File: src/rtl/register_file.sv
// Datapath register file: two combinational read ports and one write port.
// Writes go through a one-entry write-back latch that reads bypass from.
module register_file #(
  parameter int DATA_WIDTH = 8,
  parameter int ADDR_WIDTH = 2,
  parameter int ZERO_REG   = 0
) (
  input  logic                  clk,
  input  logic                  reset,
  input  logic [ADDR_WIDTH-1:0] readReg1,
  input  logic [ADDR_WIDTH-1:0] readReg2,
  input  logic                  regWrite,
  input  logic [ADDR_WIDTH-1:0] writeReg,
  input  logic [DATA_WIDTH-1:0] writeData,
  output logic [DATA_WIDTH-1:0] readData1,
  output logic [DATA_WIDTH-1:0] readData2,
  output logic                  wbPending
);

  localparam int NUM_REGS = 2 ** ADDR_WIDTH;
  localparam bit HARD_ZERO = (ZERO_REG != 0);

  logic [DATA_WIDTH-1:0] regs [NUM_REGS];

  logic                  wbValid;
  logic [ADDR_WIDTH-1:0] wbReg;
  logic [DATA_WIDTH-1:0] wbData;
  logic                  writeAccepted;

  // A write aimed at the hard-wired zero register never enters the latch.
  assign writeAccepted = regWrite && !(HARD_ZERO && (writeReg == '0));

  // NOTE: sequential state uses non-blocking assignments so that the commit
  // below reads the latch contents from before this edge's capture.
  always_ff @(posedge clk or posedge reset) begin
    if (reset) begin
      wbValid <= 1'b0;
      wbReg   <= '0;
      wbData  <= '0;
      // NOTE: the array is reset because every register must read zero after
      // reset; this keeps it in flops rather than a RAM macro.
      for (int i = 0; i < NUM_REGS; i++) begin
        regs[i] <= '0;
      end
    end else begin
      if (wbValid) begin
        regs[wbReg] <= wbData;
      end
      wbValid <= writeAccepted;
      wbReg   <= writeReg;
      wbData  <= writeData;
    end
  end

  // NOTE: each output gets a default first so no path leaves it unassigned
  // (no inferred latch); later assignments take priority.
  always_comb begin
    readData1 = regs[readReg1];
    if (wbValid && (wbReg == readReg1)) begin
      readData1 = wbData;
    end
    if (HARD_ZERO && (readReg1 == '0)) begin
      readData1 = '0;
    end
  end

  always_comb begin
    readData2 = regs[readReg2];
    if (wbValid && (wbReg == readReg2)) begin
      readData2 = wbData;
    end
    if (HARD_ZERO && (readReg2 == '0)) begin
      readData2 = '0;
    end
  end

  assign wbPending = wbValid;

endmodule

File: config.mk
export PLATFORM = sky130hd
export DESIGN_NAME = register_file
export DESIGN_NICKNAME = d
export VERILOG_FILES = /design/src/rtl/register_file.sv
export SDC_FILE = /design/constraint.sdc
export NUM_CORES = 1
export LEC_CHECK = 0
export ABC_AREA = 0
export CAP_MARGIN = 20
export CORE_MARGIN = 5
export CORE_UTILIZATION = 45
export CTS_CLUSTER_DIAMETER = 100
export DETAILED_ROUTE_END_ITERATION = 6
export PLACE_DENSITY_LB_ADDON = 0.1
export SKIP_CTS_REPAIR_TIMING = 1
export SLEW_MARGIN = 30
export SYNTH_ARGS = -nofsm -noshare
export SYNTH_HDL_FRONTEND = slang
export SYNTH_SLANG_ARGS = --single-unit
File: constraint.sdc
create_clock -name clk -period 2.7 [get_ports clk]
set_input_delay 0.405 -clock clk [delete_from_list [all_inputs] [get_ports clk]]
set_output_delay 0.405 -clock clk [all_outputs]
set_load 0.01 [all_outputs]
# Word level (Yosys, flattened, before mapping)
# Index checks and enable logic that the tools add are counted.
classes:
  reduce_logical: 3
  n_div: 0
  eq_ne: 2
  bitwise: 3
  order_cmp: 4
  shift: 0
  muxes: 11
  addsub: 0
  multipliers: 0
ops:
  columns: ["cell", "count"]
  rows:
  - ["8-bit 2-to-1 mux", 7]
  - ["8-bit binary-select mux with 2-bit select", 2]
  - ["32-bit bitwise mux", 1]
  - ["8-bit demux with 2-bit select", 1]
  - ["3-bit >= comparator (second input constant)", 3]
  - ["2-bit NOT with 3-bit output", 3]
  - ["2-bit == test", 2]
  - ["1-bit logical AND", 3]
  - ["3-bit by 1-bit less-than comparator with 1-bit output (second input constant)", 1]
totals:
  mem_count: 0
  out_inout_bits: 17
  regBits: 43
  word_cells: 30
  latchBits: 0
  ram_bits: 0
  rom_bits: 0

# Longest topological paths before layout
# Gate-level depths: netlist of run 1.
depth:
  ltp_word: 6
  mapped_depth: 4

# Worst setup path before layout of run 1
# OpenSTA, ideal clock, no wires.
synth_path:
  path_kind: "in2out"
  from: "in readReg1[0]"
  to: "out readData1[0]"
  stages: 3
  slack_ps: 976
  arrival_time_ps: 1319
  t_required_ps: 2295
  n_path_buf: 1
  path_cell_list: "buf_6 mux4_2 mux2_4"
synth_between:
  elab_chain_cells: 5
synth_rtl:
  columns: ["element", "line_no", "text"]
  rows:
  - ["start: declaration", "10", "input logic [ADDR_WIDTH-1:0] readReg1,"]
  - ["2-bit NOT with 3-bit output (implied by the code)", "58", "readData1 = regs[readReg1];"]
  - ["8-bit binary-select mux with 2-bit select", "58", null]
  - ["8-bit 2-to-1 mux (implied by the code) (2 in series)", "58", null]
  - ["8-bit 2-to-1 mux (*)", "59", "if (wbValid && (wbReg == readReg1)) begin"]
  - ["end: declaration", "15", "output logic [DATA_WIDTH-1:0] readData1,"]
# Every way passes the cells marked *; elsewhere a longest branch is shown, timed or not. The select of a mux whose other input is x is not followed.

# Worst setup path after layout of run 1
layout_path:
  from: "in readReg1[0]"
  to: "out readData1[6]"
# The elaborated chain is that of the path after synthesis.

==> flow_summary.ini, run 1 <==
[synth]
synth-edff-count = 0
synthArstFlopShare = 1.00
synth-seq-cells = 43
yosys-top-cells-area = dfrtp_1 48%, mux2_2 16%, mux4_2 16%
synthFlopType = dfrtp_1
syn_nets = 142
yosysTopAreaCellShare = 0.482
synthMostInstantiatedCell = dfrtp_1
synth_seq_area_share = 0.482
syn_avg_cell_area_um2 = 17.9
yosysWarnings = 0
synth_area_um2 = 2230
syn_inst = 125
ys_top_cells_by_count = 43 x dfrtp_1, 32 x mux2_2, 16 x mux2_4, 16 x mux4_2, 5 x buf_6
synth_top_area_cell = dfrtp_1
ys_types = 14

[route]
route.detailed.drc = 0
drt_pass1_iterations = 3
vias = 1246
wirelength_mm = 4.44
vias_per_cell = 5.24
first_iter_violations = 32
drt.antenna.violating_nets = 0
wl_per_cell_um = 18.7

[die]
io_pins = 34
initial_utilization = 0.467
die_y_um = 80.5
dieWidth_um = 80.5
num_rows = 25
core_area_um2 = 4790
die-area_um2 = 6470

[finish]
nNetsFinal = 187
drive_gt1_frac = 0.520
n_antenna_cell = 0
area_growth_pct = 26.8
finish.utilization = 0.592

[global_route]
grt-ovfl-total = 0
antenna_found_initial = 0
grt_pass1_wl_mm = 7.13
grt_pass1_vias = 1375
grt_start_max_net_pins = 44
grt_usage = 0.154

[clocking]
clk_pin_slew_worst_paths_ns = 0.09
clk_path_buf_depth = 2
numClockSinks = 43
cts_tree = done
clockRootBuffer = clkbuf_8
cts_buffers = 5
htree_levels = 2
insertion_delay_ns = 0.30

[placement]
gp_congestion = 0.718
dp_slack_ns = -0.0523
dp_hpwl_mm = 2.89
io_buffers = 33

[critical_path]
path_depth = 6
slowest_delay_ns = 0.51
crit_chain = clkdlybuf4s50_1, buf_12, buf_4, mux4_2, mux2_4, dlymetal6s2s_1
critical_path.endpoint_type = output port
worstPathArrival_ns = 2.13
worst-r2r-cell-count = 2
r2r_slack_ns = 1.10
crit_required_ns = 2.30
timing.rr.start = wbPending
crit_buf_inv = 4
crit_family = buffers and inverters
critPathKind = input port to output port
crit_path_max_fanout = 7
cpMaxStageDelayCell = clkdlybuf4s50_1
critical_path.startpoint = readReg1[0]
cp-start-kind = input port
cp-endpoint = readData1[6]
r2r-end = regs[25]

[sta]
setup_ws_ns = 0.164
maxSlewViolCount = 0
post-route-period-util = 0.939
hold_viol = 0
fmax_mhz = 394
period_needed_ns = 2.54
finalSetupViolCount = 0
worstMarginPinSlew_ns = 0.557
clock_skew_ns = 0.0106
rsz0062_at_grt = no
max_slew_margin = 0.627

[run]
timing.max_cap.violations = 0

[run_status]
status = completed

[power_and_ir_drop]
p_per_area_nw_per_um2 = 628
p_leak_nw = 1.33
ir_drop_mv = 0.319

[hold_path]
min_path_type = flip-flop to flip-flop
[layer usage]
| metal | part of all wire | global-route usage |
|---|---|---|
| met1 | 0.41 | 0.179 |
| met3 | 0.041 | 0.0415 |
| met5 | 0 | 0 |
| met2 | 0.54 | 0.272 |
| met4 | 0.014 | 0.0557 |
[stage by stage]
step | instances | power [W] | setup TNS [ns] | hold slack, ns | cell area [um^2]
2_1_floorplan | 125 | 0.00117 | 0 | 0.436 | 2230
3_5_place_dp | 223 | 0.00138 | -0.585 | 0.515 | 2640
3_3_place_gp | 223 | 0.00135 | -0.465 | 0.500 | 2640
6_report | 238 | 0.00178 | 0 | 0.531 | 2830
5_1_grt | 238 | 0.00188 | 0 | 0.516 | 2830
4_1_cts | 231 | 0.00182 | -0.610 | 0.524 | 2740
[kinds of logic after synthesis]
kind of cell,share of synthesized area
muxes,0.430
xor gates and xnor gates,0.0224
DFF,0.482
and+or+nand+nor,0.0330
buffers and inverters,0.0325
[sequential cells by signal (all words and copies together) (netlist names)]
| name | flops |
|---|---|
| wbReg | 2 |
| wbData | 8 |
| regs | 32 |
| wbPending | 1 |
[final cells by class]
type | count | area (um^2)
Sequential cell | 43 | 1080
Timing Repair Buffer | 45 | 485
Multi-Input combinational cell | 74 | 1080
Tap cell | 67 | 83.8
Clock buffer | 6 | 82.6
Fill cell | 381 | 1950
Inverter | 1 | 3.75
Clock inverter | 2 | 16.3
[how the worst min path moves through the flow]
stage	cells after the start	from	slack (ns)	end
3_3_place_gp	1	regs[5]	0.50	regs[5]
3_5_place_dp	1	regs[10]	0.51	regs[10]
2_1_floorplan	0	writeData[0]	0.44	wbData[0]
5_1_grt	1	writeData[0]	0.52	wbData[0]
6_report	1	regs[14]	0.53	regs[14]
4_1_cts	1	writeData[7]	0.52	wbData[7]
[placed cells by master, fill, tap and decap left out]
cell / n
clkinvlp_4: 1
buf_4: 10
nand3_1: 1
mux2_2: 32
mux4_2: 16
xnor2_2: 2
nor3b_4: 1
dlymetal6s2s_1: 16
nand3_4: 2
buf_12: 2
dfrtp_1: 43
inv_1: 1
clkdlybuf4s50_1: 17
nand3b_1: 2
xnor2_1: 2
mux2_4: 16
clkinv_4: 1
clkbuf_8: 6
[report_power, final]
part	total (W)	internal [W]	switching, W
clock	0.000435	0.000209	0.000227
sequential	0.000820	0.000743	0.0000766
combinational	0.000525	0.000362	0.000163
total	0.00178	0.00131	0.000466
Note: power is estimated with default switching activity, not from simulation.
==> run 2, diff against run 1 <==
CORE_MARGIN = 10   (was 5)
SETUP_SLACK_MARGIN = 0.02   (was default)
==> run 2 against run 1 <==
Net effect:
- routed wire length fell by 0.18%
- critical endpoint is now readData1[5]
- largest cell class unchanged
- highest routed layer unchanged
- first-iteration DRC count rose by 22%
- global-route usage fell by 4.1 points
- total power rose by 1.9%
- hold slack got worse by 0.0016 ns
- critical path depth fell by 1
- sequential share of layout area rose by 0.56 points
- clock power rose by 9.4%
- count of clock-buffer cells in the layout did not move
- combinational power fell by 1%
- clock skew fell by 0.0070 ns
- critical path type unchanged
==> flow_summary.ini, run 2 (synthesis results as in run 1) <==
[hold_path]
hold_depth = 1
holdPathEnd = regs[11]
min_path_type = flip-flop to flip-flop
hp-start = regs[11]

[sta]
clock_skew_ns = 0.00354
maxSlewViolCount = 0
fmax_mhz = 412
hold_viol = 0
max_slew_margin = 0.615
post-route-period-util = 0.900
setup_ws_ns = 0.271
period_needed_ns = 2.43
rsz0062_at_grt = no
finalSetupViolCount = 0
worstMarginPinSlew_ns = 0.576

[power_and_ir_drop]
p_total_w = 0.00181
ir_drop_mv = 0.370
p_leak_nw = 1.31
p_per_area_nw_per_um2 = 650

[die]
io_pins = 34
die-area_um2 = 8180
core_area_um2 = 4750
initial_utilization = 0.470
die_y_um = 90.5
dieWidth_um = 90.5
num_rows = 25

[route]
route.detailed.drc = 0
wl_per_cell_um = 19.2
vias = 1204
drt_pass1_iterations = 4
first_iter_violations = 39
wirelength_mm = 4.43
drt.antenna.violating_nets = 0
vias_per_cell = 5.21

[clocking]
cts_buffers = 5
clockRootBuffer = clkbuf_8
clk_path_buf_depth = 2
insertion_delay_ns = 0.28
clk_pin_slew_worst_paths_ns = 0.07
cts_tree = done
numClockSinks = 43
htree_levels = 2

[critical_path]
critical_path.endpoint_type = output port
crit_family = buffers and inverters
r2r-end = regs[2]
cpMaxStageDelayCell = clkdlybuf4s50_1
critPathKind = input port to output port
slowest_delay_ns = 0.51
path_depth = 5
crit_chain = clkdlybuf4s50_1, buf_12, mux4_2, mux2_4, dlymetal6s2s_1
worst-r2r-cell-count = 2
cp-start-kind = input port
crit_buf_inv = 3
timing.rr.start = wbReg[0]
worstPathArrival_ns = 2.02
crit_required_ns = 2.30
r2r_slack_ns = 1.09
crit_path_max_fanout = 9

[global_route]
grt_usage = 0.113
grt_pass1_vias = 1414
grt_start_max_net_pins = 44
grt-ovfl-total = 0
grt_pass1_wl_mm = 7.40
antenna_found_initial = 0

[finish]
regMostFlops = regs
mostFrequentLayoutCell = dfrtp_1
area_growth_pct = 25.0
drive_gt1_frac = 0.494
layout_common_cells = 43 x dfrtp_1, 32 x mux2_2, 17 x clkdlybuf4s50_1
largest_reg_flops = 32
reg_top3 = regs (32), wbData (8), wbReg (2)
nNetsFinal = 181
n_antenna_cell = 0

[placement]
dp_hpwl_mm = 3.15
dp_slack_ns = -0.0590
io_buffers = 33
gp_congestion = 0.742

[run]
timing.max_cap.violations = 0

[run_status]
status = completed
==> run 2: final cells by class <==
cell class	instances	area (um^2)
Clock buffer	6	72.6
Clock inverter	1	30.0
Fill cell	375	1960
Inverter	1	3.75
Multi-Input combinational cell	74	1080
Sequential cell	43	1080
Tap cell	67	83.8
Timing Repair Buffer	39	440
==> run 2: report_power, final <==
| group | total [W] | internal [W] | switching, W | leakage, nW |
|---|---|---|---|---|
| clock network | 0.000476 | 0.000271 | 0.000205 | 0.0513 |
| logic | 0.000518 | 0.000357 | 0.000161 | 0.749 |
| registers | 0.000821 | 0.000743 | 0.0000775 | 0.507 |
| total | 0.00181 | 0.00137 | 0.000443 | 1.31 |
==> run 2: worst max-delay path by stage <==
| stage | to | start |
|---|---|---|
| 4_1_cts | readData1[5] | readReg1[0] |
| 5_1_grt | readData1[5] | readReg1[0] |
| 6_report | readData1[5] | readReg1[0] |
| 2_1_floorplan | readData1[0] | readReg1[0] |
| 3_5_place_dp | readData1[5] | readReg1[0] |
| 3_3_place_gp | readData1[5] | readReg1[0] |
==> run 2: per-stage QoR <==
stage / TNS (ns) / cell area, um^2 / hold WS (ns) / cells / util
2_1_floorplan: 0 / 2230 / 0.436 / 125 / -
3_3_place_gp: -0.415 / 2650 / 0.501 / 224 / 0.557
3_5_place_dp: -0.654 / 2650 / 0.514 / 224 / 0.557
4_1_cts: -0.669 / 2750 / 0.532 / 231 / 0.579
5_1_grt: 0 / 2790 / 0.538 / 231 / 0.587
6_report: 0 / 2790 / 0.530 / 231 / 0.587
==> run 2: worst register-to-register path, cell delays in order, from the launching register on <==
cell and delay [ns]:
dfrtp_1 0.54, nand3_1 0.51, mux2_2 0.45
==> run 2: per-layer routing <==
layer / vias up / wire [um] / global-route usage / share of wire
met4: 0 / 25 / 0.0318 / 0.0056
met2: 23 / 2300 / 0.199 / 0.52
met1: 625 / 1900 / 0.129 / 0.43
met5: - / 0 / 0 / 0
li1: 554 / - / - / -
met3: 2 / 205 / 0.0357 / 0.046
==> run 3, diff against run 2 <==
PLACE_DENSITY = 0.68   (was default)
PLACE_DENSITY_LB_ADDON = default   (was 0.1)
SLEW_MARGIN = 20   (was 30)
==> run 3 against run 2 <==
Net effect:
- sequential power hardly changed
- critical path type unchanged
- largest cell class unchanged
- clock skew hardly changed
- count of clock-buffer cells in the layout is 2 higher
- register-to-register slack worse by 0.03 ns
- via count is 4.1% higher
==> flow_summary.ini, run 3 (synthesis results as in run 1) <==
[critical_path]
crit_required_ns = 2.30
r2r_slack_ns = 1.06
slowest_delay_ns = 0.51
worstPathArrival_ns = 2.04
crit_chain = clkdlybuf4s50_1, buf_12, mux4_2, mux2_4, dlymetal6s2s_1
crit_path_max_fanout = 9
worst-r2r-cell-count = 2
cp-start-kind = input port
critical_path.endpoint_type = output port
critPathKind = input port to output port
timing.rr.start = wbPending
r2r-end = regs[31]
cpMaxStageDelayCell = clkdlybuf4s50_1

[route]
route.detailed.drc = 0
drt_pass1_iterations = 4
first_iter_violations = 38
vias_per_cell = 5.42
wl_per_cell_um = 19.9
wirelength_mm = 4.60
drt.antenna.violating_nets = 0
vias = 1253

[power_and_ir_drop]
p_sw_w = 0.000449
power.clock.fraction = 0.246
p_per_area_nw_per_um2 = 640
p_sw_frac = 0.252
internal_power_w = 0.00133
p_leak_nw = 1.30
p_seq_frac = 0.462
ir_drop_mv = 0.393
power_frac_comb = 0.292

[finish]
n_antenna_cell = 0
regMostFlops = regs
nNetsFinal = 180
reg_top3 = regs (32), wbData (8), wbReg (2)
final_cell_area_um2 = 2780
drive_gt1_frac = 0.494
layout_common_cells = 43 x dfrtp_1, 32 x mux2_2, 17 x clkdlybuf4s50_1
mostFrequentLayoutCell = dfrtp_1
largest_reg_flops = 32
area_growth_pct = 24.5
finish.utilization = 0.585

[global_route]
grt-ovfl-total = 0
grt_usage = 0.111
grt_pass1_vias = 1406
grt_pass1_wl_mm = 7.33
antenna_found_initial = 0
grt_start_max_net_pins = 44

[sta]
post-route-period-util = 0.906
period_needed_ns = 2.45
rsz0062_at_grt = no
fmax_mhz = 409
hold_viol = 0
clock_skew_ns = 0.00367
worstMarginPinSlew_ns = 0.605
max_slew_margin = 0.595
maxSlewViolCount = 0
finalSetupViolCount = 0

[run]
timing.max_cap.violations = 0

[clocking]
cts_buffers = 5
clk_path_buf_depth = 2
clk_pin_slew_worst_paths_ns = 0.07
insertion_delay_ns = 0.28
numClockSinks = 43
cts_tree = done
clockRootBuffer = clkbuf_8
htree_levels = 2

[hold_path]
min_path_type = flip-flop to flip-flop
hold_depth = 1
hp-start = regs[0]
holdPathEnd = regs[0]

[die]
die-area_um2 = 8180
core_area_um2 = 4750
die_y_um = 90.5
dieWidth_um = 90.5
initial_utilization = 0.470
io_pins = 34
num_rows = 25

[placement]
dp_hpwl_mm = 3.13
io_buffers = 33
gp_congestion = 0.745
placed_area_um2 = 2640

[run_status]
status = completed
run 3: cell types whose count changed in the layout (fill, tap and decap cells not counted), sizes merged:
cell,delta
bufinv,-1
buf,-1
clkbuf,+2
run 3: layout make-up:
| class | instances | area (um^2) |
|---|---|---|
| fill | 383 | 1970 |
| multi-input combinational | 74 | 1080 |
| sequential | 43 | 1080 |
| timing repair buffer | 38 | 433 |
| clock buffer | 8 | 100 |
| tap | 67 | 83.8 |
| inverter | 1 | 3.75 |
run 3: worst max-delay path: cells and delay by family:
| family | cells | cell delay (ns) |
|---|---|---|
| muxes | 2 | 0.79 |
| buffers and inverters | 3 | 0.86 |
run 3: how the worst max path moves through the flow:
stage               slack, ns         from           end
detailed placement      -0.06  readReg2[0]  readData2[0]
floorplan                0.98  readReg1[0]  readData1[0]
global placement        -0.04  readReg2[0]  readData2[7]
CTS                     -0.08  readReg1[0]  readData1[1]
finish                   0.25  readReg1[0]  readData1[1]
global route             0.20  readReg1[0]  readData1[1]
run 3: through the flow:
step	hold slack, ns	TNS [ns]	std cells	total power, W	setup slack (ns)
CTS	0.530	-0.594	231	0.00183	-0.0800
global placement	0.499	-0.455	223	0.00136	-0.0415
global route	0.542	0	231	0.00187	0.197
floorplan	0.436	0	125	0.00117	0.976
detailed placement	0.511	-0.556	223	0.00138	-0.0576
finish	0.528	0	231	0.00178	0.253
run 3: power groups by stage:
stage	Combinational, W	Sequential (W)	Clock [W]
2_1_floorplan	0.000367	0.000803	0
3_3_place_gp	0.000537	0.000823	0
5_1_grt	0.000556	0.000837	0.000481
6_report	0.000521	0.000823	0.000438
3_5_place_dp	0.000548	0.000835	0
4_1_cts	0.000551	0.000823	0.000455
run 3: routing by layer:
metal | GRT usage | up-vias | part of all wire
li1 | - | 549 | -
met1 | 0.124 | 669 | 0.42
met3 | 0.0391 | 4 | 0.045
met2 | 0.199 | 31 | 0.53
met5 | 0 | - | 0
met4 | 0.0239 | 0 | 0.0067
